$ cat config.mk
export PLATFORM = sky130hd
export DESIGN_NAME = bist_address_sequencer_flat
export DESIGN_NICKNAME = d
export VERILOG_FILES = /design/src/rtl/bist_address_sequencer_if.sv /design/src/rtl/bist_address_sequencer.sv /design/src/flat_wrapper.sv
export SDC_FILE = /design/constraint.sdc
export NUM_CORES = 1
export LEC_CHECK = 0
export CORE_MARGIN = 2
export CORE_UTILIZATION = 55
export DETAILED_ROUTE_END_ITERATION = 6
export PLACE_DENSITY = 0.83
export SLEW_MARGIN = 20
export SYNTH_ARGS = -nofsm -noshare
export SYNTH_HDL_FRONTEND = slang
export SYNTH_SLANG_ARGS = --single-unit
export TNS_END_PERCENT = 5
$ cat constraint.sdc
create_clock -name clk -period 5.8 [get_ports clk]
set_clock_uncertainty 0.2 [all_clocks]
set_input_delay 0.58 -clock clk [delete_from_list [all_inputs] [get_ports clk]]
set_output_delay 0.58 -clock clk [all_outputs]
set_load 0.005 [all_outputs]
$ cat src/rtl/bist_address_sequencer_if.sv
// Bus bundle between the March-element controller (master) and the BIST
// address sequencer (slave): sweep control in, current address and status out.
interface bist_address_sequencer_if #(
    parameter int A_WIDTH = 4
);
    logic               start;
    logic               abort;
    logic               adv;
    logic               up_down;
    logic               fast_row;
    logic [A_WIDTH-1:0] lo_addr;
    logic [A_WIDTH-1:0] hi_addr;
    logic [A_WIDTH-1:0] address;
    logic               addr_valid;
    logic               last;
    logic               busy;
    logic               done;
    logic               err;

    modport master (
        output start, abort, adv, up_down, fast_row, lo_addr, hi_addr,
        input  address, addr_valid, last, busy, done, err
    );

    modport slave (
        input  start, abort, adv, up_down, fast_row, lo_addr, hi_addr,
        output address, addr_valid, last, busy, done, err
    );
endinterface

$ cat src/rtl/bist_address_sequencer.sv
// Walks an inclusive address window up or down, linear or fast-row order,
// one address per adv; flags the final address and holds done until restart.
module bist_address_sequencer #(
    parameter int A_WIDTH  = 4,
    parameter int COL_BITS = 2
) (
    input  logic                      clk,
    input  logic                      reset_n,
    bist_address_sequencer_if.slave   bus
);
    localparam int ROW_BITS = A_WIDTH - COL_BITS;

    typedef enum logic [1:0] {
        S_IDLE = 2'd0,
        S_RUN  = 2'd1,
        S_DONE = 2'd2
    } state_t;

    state_t             state_q, state_d;
    logic [A_WIDTH-1:0] idx_q, idx_d;
    logic [A_WIDTH-1:0] lo_q, lo_d;
    logic [A_WIDTH-1:0] hi_q, hi_d;
    logic [A_WIDTH-1:0] addr_q, addr_d;
    logic               dir_q, dir_d;
    logic               frow_q, frow_d;
    logic               err_q, err_d;

    logic [A_WIDTH-1:0] end_idx;
    logic               at_end;
    logic               running;

    // Fast-row order rotates the row field into the low bits.
    function automatic logic [A_WIDTH-1:0] map_addr(
        input logic [A_WIDTH-1:0] i,
        input logic               fr
    );
        logic [A_WIDTH-1:0] r;
        r = fr ? {i[ROW_BITS-1:0], i[A_WIDTH-1:ROW_BITS]} : i;
        return r;
    endfunction

    assign end_idx = dir_q ? hi_q : lo_q;
    assign at_end  = (idx_q == end_idx);
    assign running = (state_q == S_RUN);

    always_comb begin
        state_d = state_q;
        idx_d   = idx_q;
        lo_d    = lo_q;
        hi_d    = hi_q;
        dir_d   = dir_q;
        frow_d  = frow_q;
        err_d   = err_q;

        if (bus.abort) begin
            state_d = S_IDLE;
            err_d   = 1'b0;
        end else if (bus.start && !running) begin
            if (bus.lo_addr > bus.hi_addr) begin
                // Illegal window: report and finish without presenting an address.
                state_d = S_DONE;
                err_d   = 1'b1;
            end else begin
                state_d = S_RUN;
                err_d   = 1'b0;
                lo_d    = bus.lo_addr;
                hi_d    = bus.hi_addr;
                dir_d   = bus.up_down;
                frow_d  = bus.fast_row;
                idx_d   = bus.up_down ? bus.lo_addr : bus.hi_addr;
            end
        end else if (bus.adv && running) begin
            if (at_end) begin
                state_d = S_DONE;
            end else begin
                idx_d = dir_q ? idx_q + A_WIDTH'(1) : idx_q - A_WIDTH'(1);
            end
        end

        addr_d = map_addr(idx_d, frow_d);
    end

    always_ff @(posedge clk or negedge reset_n) begin
        if (!reset_n) begin
            state_q <= S_IDLE;
            idx_q   <= '0;
            lo_q    <= '0;
            hi_q    <= '0;
            addr_q  <= '0;
            dir_q   <= 1'b0;
            frow_q  <= 1'b0;
            err_q   <= 1'b0;
        end else begin
            state_q <= state_d;
            idx_q   <= idx_d;
            lo_q    <= lo_d;
            hi_q    <= hi_d;
            addr_q  <= addr_d;
            dir_q   <= dir_d;
            frow_q  <= frow_d;
            err_q   <= err_d;
        end
    end

    assign bus.address    = addr_q;
    assign bus.addr_valid = running;
    assign bus.busy       = running;
    assign bus.last       = running && at_end;
    assign bus.done       = (state_q == S_DONE);
    assign bus.err        = err_q;
endmodule

$ cat src/flat_wrapper.sv
// flat-port wrapper written by rule: the top's interface ports become plain ports
module bist_address_sequencer_flat 
#(
    parameter int A_WIDTH  = 4,
    parameter int COL_BITS = 2
)
  (clk, reset_n, bus_start, bus_abort, bus_adv, bus_up_down, bus_fast_row, bus_lo_addr, bus_hi_addr, bus_address, bus_addr_valid, bus_last, bus_busy, bus_done, bus_err);
  bist_address_sequencer_if #(.A_WIDTH(A_WIDTH)) bus_i ();
  input  logic clk;
  input  logic reset_n;
  input wire logic [$bits(bus_i.start)-1:0] bus_start;
  input wire logic [$bits(bus_i.abort)-1:0] bus_abort;
  input wire logic [$bits(bus_i.adv)-1:0] bus_adv;
  input wire logic [$bits(bus_i.up_down)-1:0] bus_up_down;
  input wire logic [$bits(bus_i.fast_row)-1:0] bus_fast_row;
  input wire logic [$bits(bus_i.lo_addr)-1:0] bus_lo_addr;
  input wire logic [$bits(bus_i.hi_addr)-1:0] bus_hi_addr;
  output wire logic [$bits(bus_i.address)-1:0] bus_address;
  output wire logic [$bits(bus_i.addr_valid)-1:0] bus_addr_valid;
  output wire logic [$bits(bus_i.last)-1:0] bus_last;
  output wire logic [$bits(bus_i.busy)-1:0] bus_busy;
  output wire logic [$bits(bus_i.done)-1:0] bus_done;
  output wire logic [$bits(bus_i.err)-1:0] bus_err;
  assign bus_i.start = bus_start;
  assign bus_i.abort = bus_abort;
  assign bus_i.adv = bus_adv;
  assign bus_i.up_down = bus_up_down;
  assign bus_i.fast_row = bus_fast_row;
  assign bus_i.lo_addr = bus_lo_addr;
  assign bus_i.hi_addr = bus_hi_addr;
  assign bus_address = bus_i.address;
  assign bus_addr_valid = bus_i.addr_valid;
  assign bus_last = bus_i.last;
  assign bus_busy = bus_i.busy;
  assign bus_done = bus_i.done;
  assign bus_err = bus_i.err;
  bist_address_sequencer #(.A_WIDTH(A_WIDTH), .COL_BITS(COL_BITS)) u_core (.clk(clk), .reset_n(reset_n), .bus(bus_i));
endmodule
==> Yosys cells after proc, flatten, opt, wreduce, memory -nomap -nowiden <==
Cells that the tools add are included.
{ "word_totals": {"ff_bits": 21, "inputBits": 15, "out_inout_bits": 9, "word_cells": 45} }
{ "op_classes": {"magnitude_cmp": 1, "add_sub_neg": 2, "eq_ne": 3, "n_mux": 20, "reduce_logical": 9, "n_bitwise": 2} }
{ "op_table": {"columns": ["cell", "n"], "rows": [
  ["$mux W4", 9],
  ["$mux W2", 5],
  ["$mux W1", 6],
  ["$reduce_bool A3 Y1", 2],
  ["$add A4 B1 Y4 const B", 1],
  ["$eq A4 B4 Y1", 1],
  ["$gt A4 B4 Y1", 1],
  ["$sub A4 B1 Y4 const B", 1],
  ["$logic_and A1 B1 Y1", 3],
  ["$reduce_and A3 Y1", 1],
  ["$eq A2 B1 Y1 const B", 1],
  ["$eq A2 B2 Y1 const B", 1],
  ["$not A1 Y1", 2],
  ["$reduce_and A2 Y1", 1],
  ["$reduce_bool A2 Y1", 1],
  ["$logic_not A1 Y1", 1]
]} }

==> Logic depth before layout (Yosys ltp) <==
Gate-level depths: netlist of run 1.
{ "logic_depth": {"word_depth": 7, "mapped_depth": 9, "ltp_nobuf": 8} }

==> Worst setup path after synthesis of run 1 <==
OpenSTA, ideal clock, no wires.
{ "synth_path": {"path_kind": "input -> register", "start": "input port bus_hi_addr[3]", "end": "register u_core.addr_q[1], in the netlist u_core.bus.address[1]", "setup_slack_ns": 3.254, "n_path_buf": 0, "setup_time_ns": 0.136, "arrival_ns": 2.210, "required_time_ns": 5.464, "cell_stages": 8, "cell_sequence": "inv_1 -> ha_1 -> and4_1 -> nand3_1 -> o2bb2ai_2 -> mux2i_1 -> inv_1 -> mux2i_1"} }
{ "synth_via": {"elab_chain_len": 5, "elab_cells_between_ends": 9, "cone_classes": "1 x order compare; 8 x mux"} }
{ "synth_rtl": {"columns": ["element", "line", "rtl"], "rows": [
  ["from (decl)", "flat_wrapper.sv:17", "input wire logic [$bits(bus_i.hi_addr)-1:0] bus_hi_addr;"],
  ["$gt A4 B4 Y1", "bist_address_sequencer.sv:59", "if (bus.lo_addr > bus.hi_addr) begin"],
  ["$mux W1", "bist_address_sequencer.sv:59", null],
  ["$mux W1", "bist_address_sequencer.sv:58", "end else if (bus.start && !running) begin"],
  ["$mux W1", "bist_address_sequencer.sv:55", "if (bus.abort) begin"],
  ["net u_core.frow_d", "bist_address_sequencer.sv:25", "logic frow_q, frow_d;"],
  ["$mux W4", "bist_address_sequencer.sv:38", "r = fr ? {i[ROW_BITS-1:0], i[A_WIDTH-1:ROW_BITS]} : i;"],
  ["net u_core.addr_d[1]", "bist_address_sequencer.sv:23", "logic [A_WIDTH-1:0] addr_q, addr_d;"],
  ["to (signal assigned)", "bist_address_sequencer.sv:98", "addr_q <= addr_d;"],
  ["to (decl)", "bist_address_sequencer.sv:23", null]
]} }
The timed path passes the listed nets, and every way through them passes these cells.
A chain may end at the register's enable or synchronous reset.

==> Worst setup path in the final report of run 1 <==
Same ends and word-level chain as after synthesis.

==> run_results.csv, run 1 <==
group,metric,value,unit
finish,fill_cells,176,
logic_synthesis,syn_avg_cell_area,10.9,µm²
detailed_routing,avgRoutedWirePerCell,16.1,µm
logic_synthesis,netlist_area,1250,µm²
min_path,hold_start,"u_core.hi_q[0]",
clocking,numCtsBuffers,3,
finish,drive_gt1_frac,0.0949,
power_and_ir_drop,p_leak,0.675,nW
sta,finalSetupTns,0,ns
finish,antenna_cells,0,
power_and_ir_drop,vdd_drop_max,218,µV
clocking,insertion_delay,0.32,ns
logic_synthesis,synth.distinct_cells,36,
clocking,cts.sinks,21,
detailed_routing,drtAntennaViolNets,0,
global_routing,grt_start_max_net_pins,22,
finish,mostFrequentLayoutCell,"clkdlybuf4s50_1",
clocking,clk_path_buf_depth,2,
sta,setup_viol,0,
placement,gp_routability_congestion,0.817,
logic_synthesis,yosys_warnings,0,
critical_path,cp-end-kind,"flip-flop",
logic_synthesis,syn_nets,137,
placement,portBuffers,23,
sta,post-route-period-util,0.568,
critical_path,worstReg2RegStart,"u_core.state_q[0]",
global_routing,grt_pass1_vias,1064,
critical_path,cp_max_fo,17,
min_path,hp-class,"flip-flop to flip-flop",
critical_path,startpoint,"bus_hi_addr[3]",
global_routing,grt_usage,0.243,
sta,rsz0062_at_grt,"false",
finish,fin_nets,160,
die,core_area,2190,µm²
logic_synthesis,syn_inst,115,
finish,layout_common_cells,"clkdlybuf4s50_1 (23), dfrtp_1 (21), inv_1 (13)",
flow_run,maxCapViolations,0,
die,rows,17,
die,io_pins,24,
sta,hold_viol,0,
critical_path,crit_family,"compound AO/OA/AOI/OAI gates",
die,fp.dieW,51.8,µm
logic_synthesis,ys_seq_elements,21,
sta,max_clock_freq,304,MHz
placement,hpwl,2100,µm
outcome,status,"finished clean",
global_routing,overflow,0,
critical_path,critical_path_depth,9,
clocking,cts_setup_buffers,0,
detailed_routing,first_iter_violations,6,
critical_path,critical_path_class,"input port to flip-flop",
critical_path,path_buf_inv,3,
critical_path,start_kind,"input port",
critical_path,cp_slowest_cell,"o2bb2ai_2",
min_path,min_path_cells,1,
power_and_ir_drop,power.density,369,nW/µm²
critical_path,crit_required,5.81,ns
detailed_routing,via_count,949,
die,die_area,2680,µm²
clocking,clkSlewWorstSetupHoldPaths,0.12,ns
global_routing,grt_first_pass_wirelength,4570,µm
clocking,htree_num_levels,1,
sta,holdWs,0.313,ns
die,die_h,51.8,µm
critical_path,worst-r2r-cell-count,6,
sta,maxSlewHeadroom,0.361,
critical_path,cp.arrival,3.30,ns
clocking,ctsRootBufferMaster,"clkbuf_4",
detailed_routing,dr.pass1.iters,4,
detailed_routing,wl,2660,µm
sta,timing.final.crit_period,3.29,ns
detailed_routing,vias_per_cell,5.75,
placement,pre_cts_slack,2.15,ns
clocking,cts_tree,"done",
global_routing,grt_antenna_before_repair,0,
clocking,post_cts_resized,0,
die,start_util,0.573,
logic_synthesis,synth_seq_area_share,0.419,
sta,drv_slew,0,
critical_path,timing.critical_path.cells,"clkdlybuf4s50_1, inv_1, ha_1, and4_1, nand3_1, o2bb2ai_2, mux2i_1, inv_1, mux2i_1",
clocking,cts_hold_buffers,0,
finish,area_growth_syn_to_layout,20.6,%
sta,setup_slack,2.51,ns
detailed_routing,drc,0,
critical_path,cpPeakStageDelay,0.76,ns
sta,worst_pin_slew,0.955,ns
layer usage:
| metal | vias to the layer above | share of wire | global-route usage |
|---|---|---|---|
| li1 | 444 | - | - |
| met1 | 458 | 0.39 | 0.258 |
| met2 | 38 | 0.52 | 0.438 |
| met3 | 9 | 0.055 | 0.0431 |
| met4 | 0 | 0.036 | 0.154 |
| met5 | - | 0 | 0 |
final timing paths:
path | endpoint | slack (ns)
max in group asynchronous | u_core.dir_q | 4.25
hold / removal | u_core.hi_q[0] | 0.31
min in group asynchronous | u_core.state_q[1] | 0.57
setup reg to reg | u_core.bus.address[1] | 3.19
hold reg to reg | u_core.hi_q[0] | 0.31
setup / recovery | u_core.bus.address[1] | 2.51
logic make-up after synthesis:
kind of cell / count (synthesis) / share of synthesized area
simple gates: 23 / 0.0917
compound gates: 21 / 0.147
flops: 21 / 0.419
mux: 19 / 0.161
buf+inv: 18 / 0.0648
fa+ha+maj: 7 / 0.0758
xor+xnor: 6 / 0.0419
synth_stat cells (all sizes together):
master,number,area share
xnor2,6,0.042
nand2,6,0.018
buf,3,0.019
mux2i,10,0.080
nand2b,1,0.0050
and2,1,0.0050
or4,1,0.0060
mux2,9,0.081
o211ai,1,0.0060
nand3,2,0.0080
nor2,7,0.023
and4,1,0.0070
dfrtp,21,0.42
o21ai,4,0.016
nor2b,1,0.0050
fa,1,0.016
a221oi,4,0.048
ha,6,0.060
nor3b,1,0.0060
o41ai,1,0.0070
a211oi,2,0.016
nor3,1,0.0040
a21oi,5,0.020
a21o,1,0.0060
o41a,1,0.0090
clkbuf,2,0.0070
o2bb2ai,1,0.012
o31a,1,0.0070
inv,13,0.039
and3,1,0.0050
worst reg2reg max path: stages, from the launching register on:
cell,delay (ns)
dfrtp_1,0.42
nand2b_1,0.23
nand3_1,0.16
o2bb2ai_2,0.76
mux2i_1,0.43
inv_1,0.15
mux2i_1,0.14
power breakdown:
group | leakage, nW | total (mW) | switching [mW] | internal, mW
Combinational | 0.402 | 0.247 | 0.114 | 0.132
Clock | 0.0150 | 0.0771 | 0.0500 | 0.0270
Sequential | 0.258 | 0.234 | 0.0398 | 0.195
Total | 0.675 | 0.558 | 0.204 | 0.354
registers in the layout (all words and copies together) (netlist names):
name / flops
u_core.idx_q: 4
u_core.hi_q: 4
u_core.frow_q: 1
u_core.state_q: 2
u_core.lo_q: 4
u_core.dir_q: 1
u_core.bus.address: 4
u_core.bus.err: 1
area by class of cell:
cell class                 instances  area, µm²  area share
multi-input combinational         76        648       0.428
sequential                        21        526       0.347
timing repair buffer              23        230       0.152
inverter                          13       48.8      0.0322
tap                               28       35.0      0.0231
clock buffer                       4       26.3      0.0174
through the flow:
step	power, mW	cells	area [µm²]	utilization
final	0.558	165	1510	0.691
after global routing	0.599	165	1510	0.691
after CTS	0.561	165	1510	0.691
after detailed placement	0.486	161	1490	0.679
after global placement	0.469	161	1490	0.679
after floorplan	0.399	115	1250	-
Power figures use the tool's default switching activity.
==> run 2, diff against run 1 <==
--- a/config.mk
+++ b/config.mk
@@ -6,9 +6,9 @@
 export NUM_CORES = 1
 export LEC_CHECK = 0
 export CORE_MARGIN = 2
-export CORE_UTILIZATION = 55
+export CORE_UTILIZATION = 46
 export DETAILED_ROUTE_END_ITERATION = 6
-export PLACE_DENSITY = 0.83
+export PLACE_DENSITY = 0.74
 export SLEW_MARGIN = 20
 export SYNTH_ARGS = -nofsm -noshare
 export SYNTH_HDL_FRONTEND = slang
==> constraint.sdc (replaced) <==
create_clock -name clk -period 2.8 [get_ports clk]
set_clock_uncertainty 0.2 [all_clocks]
set_input_delay 0.28 -clock clk [delete_from_list [all_inputs] [get_ports clk]]
set_output_delay 0.28 -clock clk [all_outputs]
set_load 0.005 [all_outputs]
==> run 2 against run 1 <==
Effect of this change:
- non-clock buffer count up 5
- flip-flop and latch count unchanged
- cell count up 4.2%
- design area is 6.0% higher
- sequential share of layout area decreased by 1.9 points
- register-to-register slack worse by 2.8 ns
- first-iteration DRC count grew to 2.5 times the previous value
- via count decreased by 2.0%
- worst hold slack lost 0.22 ns
- setup slack worse by 2.2 ns
- sequential power increased by 110%
==> run_results.csv, run 2 (synthesis gave the netlist of run 1 again) <==
group,metric,value,unit
detailed_routing,met3_length,131,µm
finish,drive_gt1_frac,0.183,
sta,maxSlewHeadroom,0.590,
sta,rsz0062_at_grt,"false",
clocking,cts.sinks,21,
placement,portBuffers,23,
detailed_routing,drtAntennaViolNets,0,
global_routing,grt_start_max_net_pins,22,
clocking,clkSlewWorstSetupHoldPaths,0.12,ns
power_and_ir_drop,switching_power,0.428,mW
power_and_ir_drop,intPower,0.781,mW
clocking,ctsRootBufferMaster,"clkbuf_4",
min_path,hp-class,"input port to async pin",
clocking,cts_tree,"done",
global_routing,overflow,0,
critical_path,critical_path_class,"input port to flip-flop",
detailed_routing,wl,2460,µm
placement,hpwl,2010,µm
global_routing,grt_first_pass_wirelength,4080,µm
placement,placedCellCount,167,
finish,fin_nets,165,
critical_path,start_kind,"input port",
clocking,clk_path_buf_depth,2,
placement,pre_cts_slack,-0.0320,ns
finish,mostFrequentLayoutCell,"clkdlybuf4s50_1",
finish,layout_common_cells,"clkdlybuf4s50_1 (22), dfrtp_1 (20), inv_1 (13)",
detailed_routing,avgRoutedWirePerCell,14.3,µm
die,core_area,2520,µm²
critical_path,cpPeakStageDelay,0.47,ns
global_routing,grt_antenna_before_repair,0,
global_routing,grt_pass1_vias,949,
power_and_ir_drop,p_total,1.21,mW
die,start_util,0.498,
detailed_routing,wl_met2,1270,µm
critical_path,cp-end-kind,"flip-flop",
critical_path,crit_family,"compound AO/OA/AOI/OAI gates",
sta,drv_slew,0,
sta,timing.final.crit_period,2.49,ns
clocking,insertion_delay,0.30,ns
placement,gp_routability_congestion,0.807,
outcome,status,"finished clean",
clocking,htree_num_levels,1,
die,die_area,3160,µm²
detailed_routing,dr.pass1.iters,4,
critical_path,timing.critical_path.cells,"clkdlybuf4s50_1, inv_1, ha_1, and4_1, nand3_1, o2bb2ai_2, nor2_2, a221oi_2, mux2i_1",
die,rows,18,
finish,antenna_cells,0,
detailed_routing,drc,0,
finish,final_cells,172,
power_and_ir_drop,clockPowerShare,0.119,
critical_path,cp_slowest_cell,"clkdlybuf4s50_1",
die,die_h,56.2,µm
detailed_routing,first_iter_violations,15,
sta,worst_pin_slew,0.607,ns
critical_path,cp.arrival,2.46,ns
clocking,numCtsBuffers,3,
sta,setup_slack,0.309,ns
sta,setup_viol,0,
critical_path,cp_max_fo,7,
power_and_ir_drop,swShare,0.354,
power_and_ir_drop,power_frac_comb,0.468,
detailed_routing,vias_per_cell,5.41,
sta,max_clock_freq,401,MHz
finish,area_growth_syn_to_layout,27.9,%
global_routing,grt_usage,0.163,
power_and_ir_drop,power.density,753,nW/µm²
die,fp.dieW,56.2,µm
die,io_pins,24,
power_and_ir_drop,p_seq_frac,0.413,
detailed_routing,routedLengthMet1,1030,µm
power_and_ir_drop,vdd_drop_max,585,µV
detailed_routing,routed.top_layer,"met4",
sta,post-route-period-util,0.890,
power_and_ir_drop,p_leak,0.733,nW
critical_path,path_buf_inv,2,
detailed_routing,via_count,930,
sta,hold_viol,0,
critical_path,crit_required,2.77,ns
flow_run,maxCapViolations,0,
-- run 2: cell types whose count changed in the layout (fill, tap and decap cells not counted), sizes merged --
| cell | delta |
|---|---|
| dlymetal6s2s | +1 |
| clkbuf | -1 |
| clkdlybuf4s50 | -1 |
| clkinv | +1 |
| buf | +5 |
-- run 2: repair_timing --
action / CTS / global route
setup buffers: 1 / 0
hold endpoints to repair: 0 / 0
hold buffers: 0 / 0
endpoints found under the setup margin: 1 / 1
gates resized for setup: 3 / 7
-- run 2: worst paths after layout --
path,startpoint,slack (ns),depth (start not counted),to
max,bus_hi_addr[3],0.31,9,u_core.bus.address[1]
min,reset_n,0.09,2,u_core.bus.err
max reg2reg,u_core.dir_q,0.43,7,u_core.bus.address[1]
min reg2reg,u_core.lo_q[0],0.30,1,u_core.lo_q[0]
max in group asynchronous,reset_n,2.08,2,u_core.dir_q
min in group clk,u_core.lo_q[0],0.30,1,u_core.lo_q[0]
-- run 2: final cells by class --
type                       count  area, µm²
clock buffer                   3       22.5
tap                           30       37.5
timing repair buffer          28        270
inverter                      13       48.8
clock inverter                 1       5.00
multi-input combinational     76        694
fill                         203        917
sequential                    21        527
-- run 2: per-layer routing --
layer | global-route usage | up-vias
met5 | 0 | -
met2 | 0.311 | 27
met3 | 0.0302 | 6
li1 | - | 458
met4 | 0.0408 | 0
met1 | 0.184 | 439
-- run 2: metrics by stage --
| step | TNS, ns | util | area [µm²] | hold WS [ns] |
|---|---|---|---|---|
| final | 0 | 0.636 | 1610 | 0.0929 |
| after global placement | 0 | 0.603 | 1520 | 0.267 |
| after CTS | 0 | 0.620 | 1560 | 0.110 |
| after global routing | 0 | 0.636 | 1610 | 0.112 |
| after detailed placement | -0.0392 | 0.603 | 1520 | 0.275 |
| after floorplan | 0 | - | 1250 | -0.216 |
-- run 2: power groups by stage --
stage	registers [mW]	clock network, mW	logic (mW)
finish	0.499	0.143	0.565
global route	0.509	0.162	0.627
CTS	0.485	0.149	0.534
detailed placement	0.489	0	0.513
global placement	0.485	0	0.500
floorplan	0.467	0	0.359
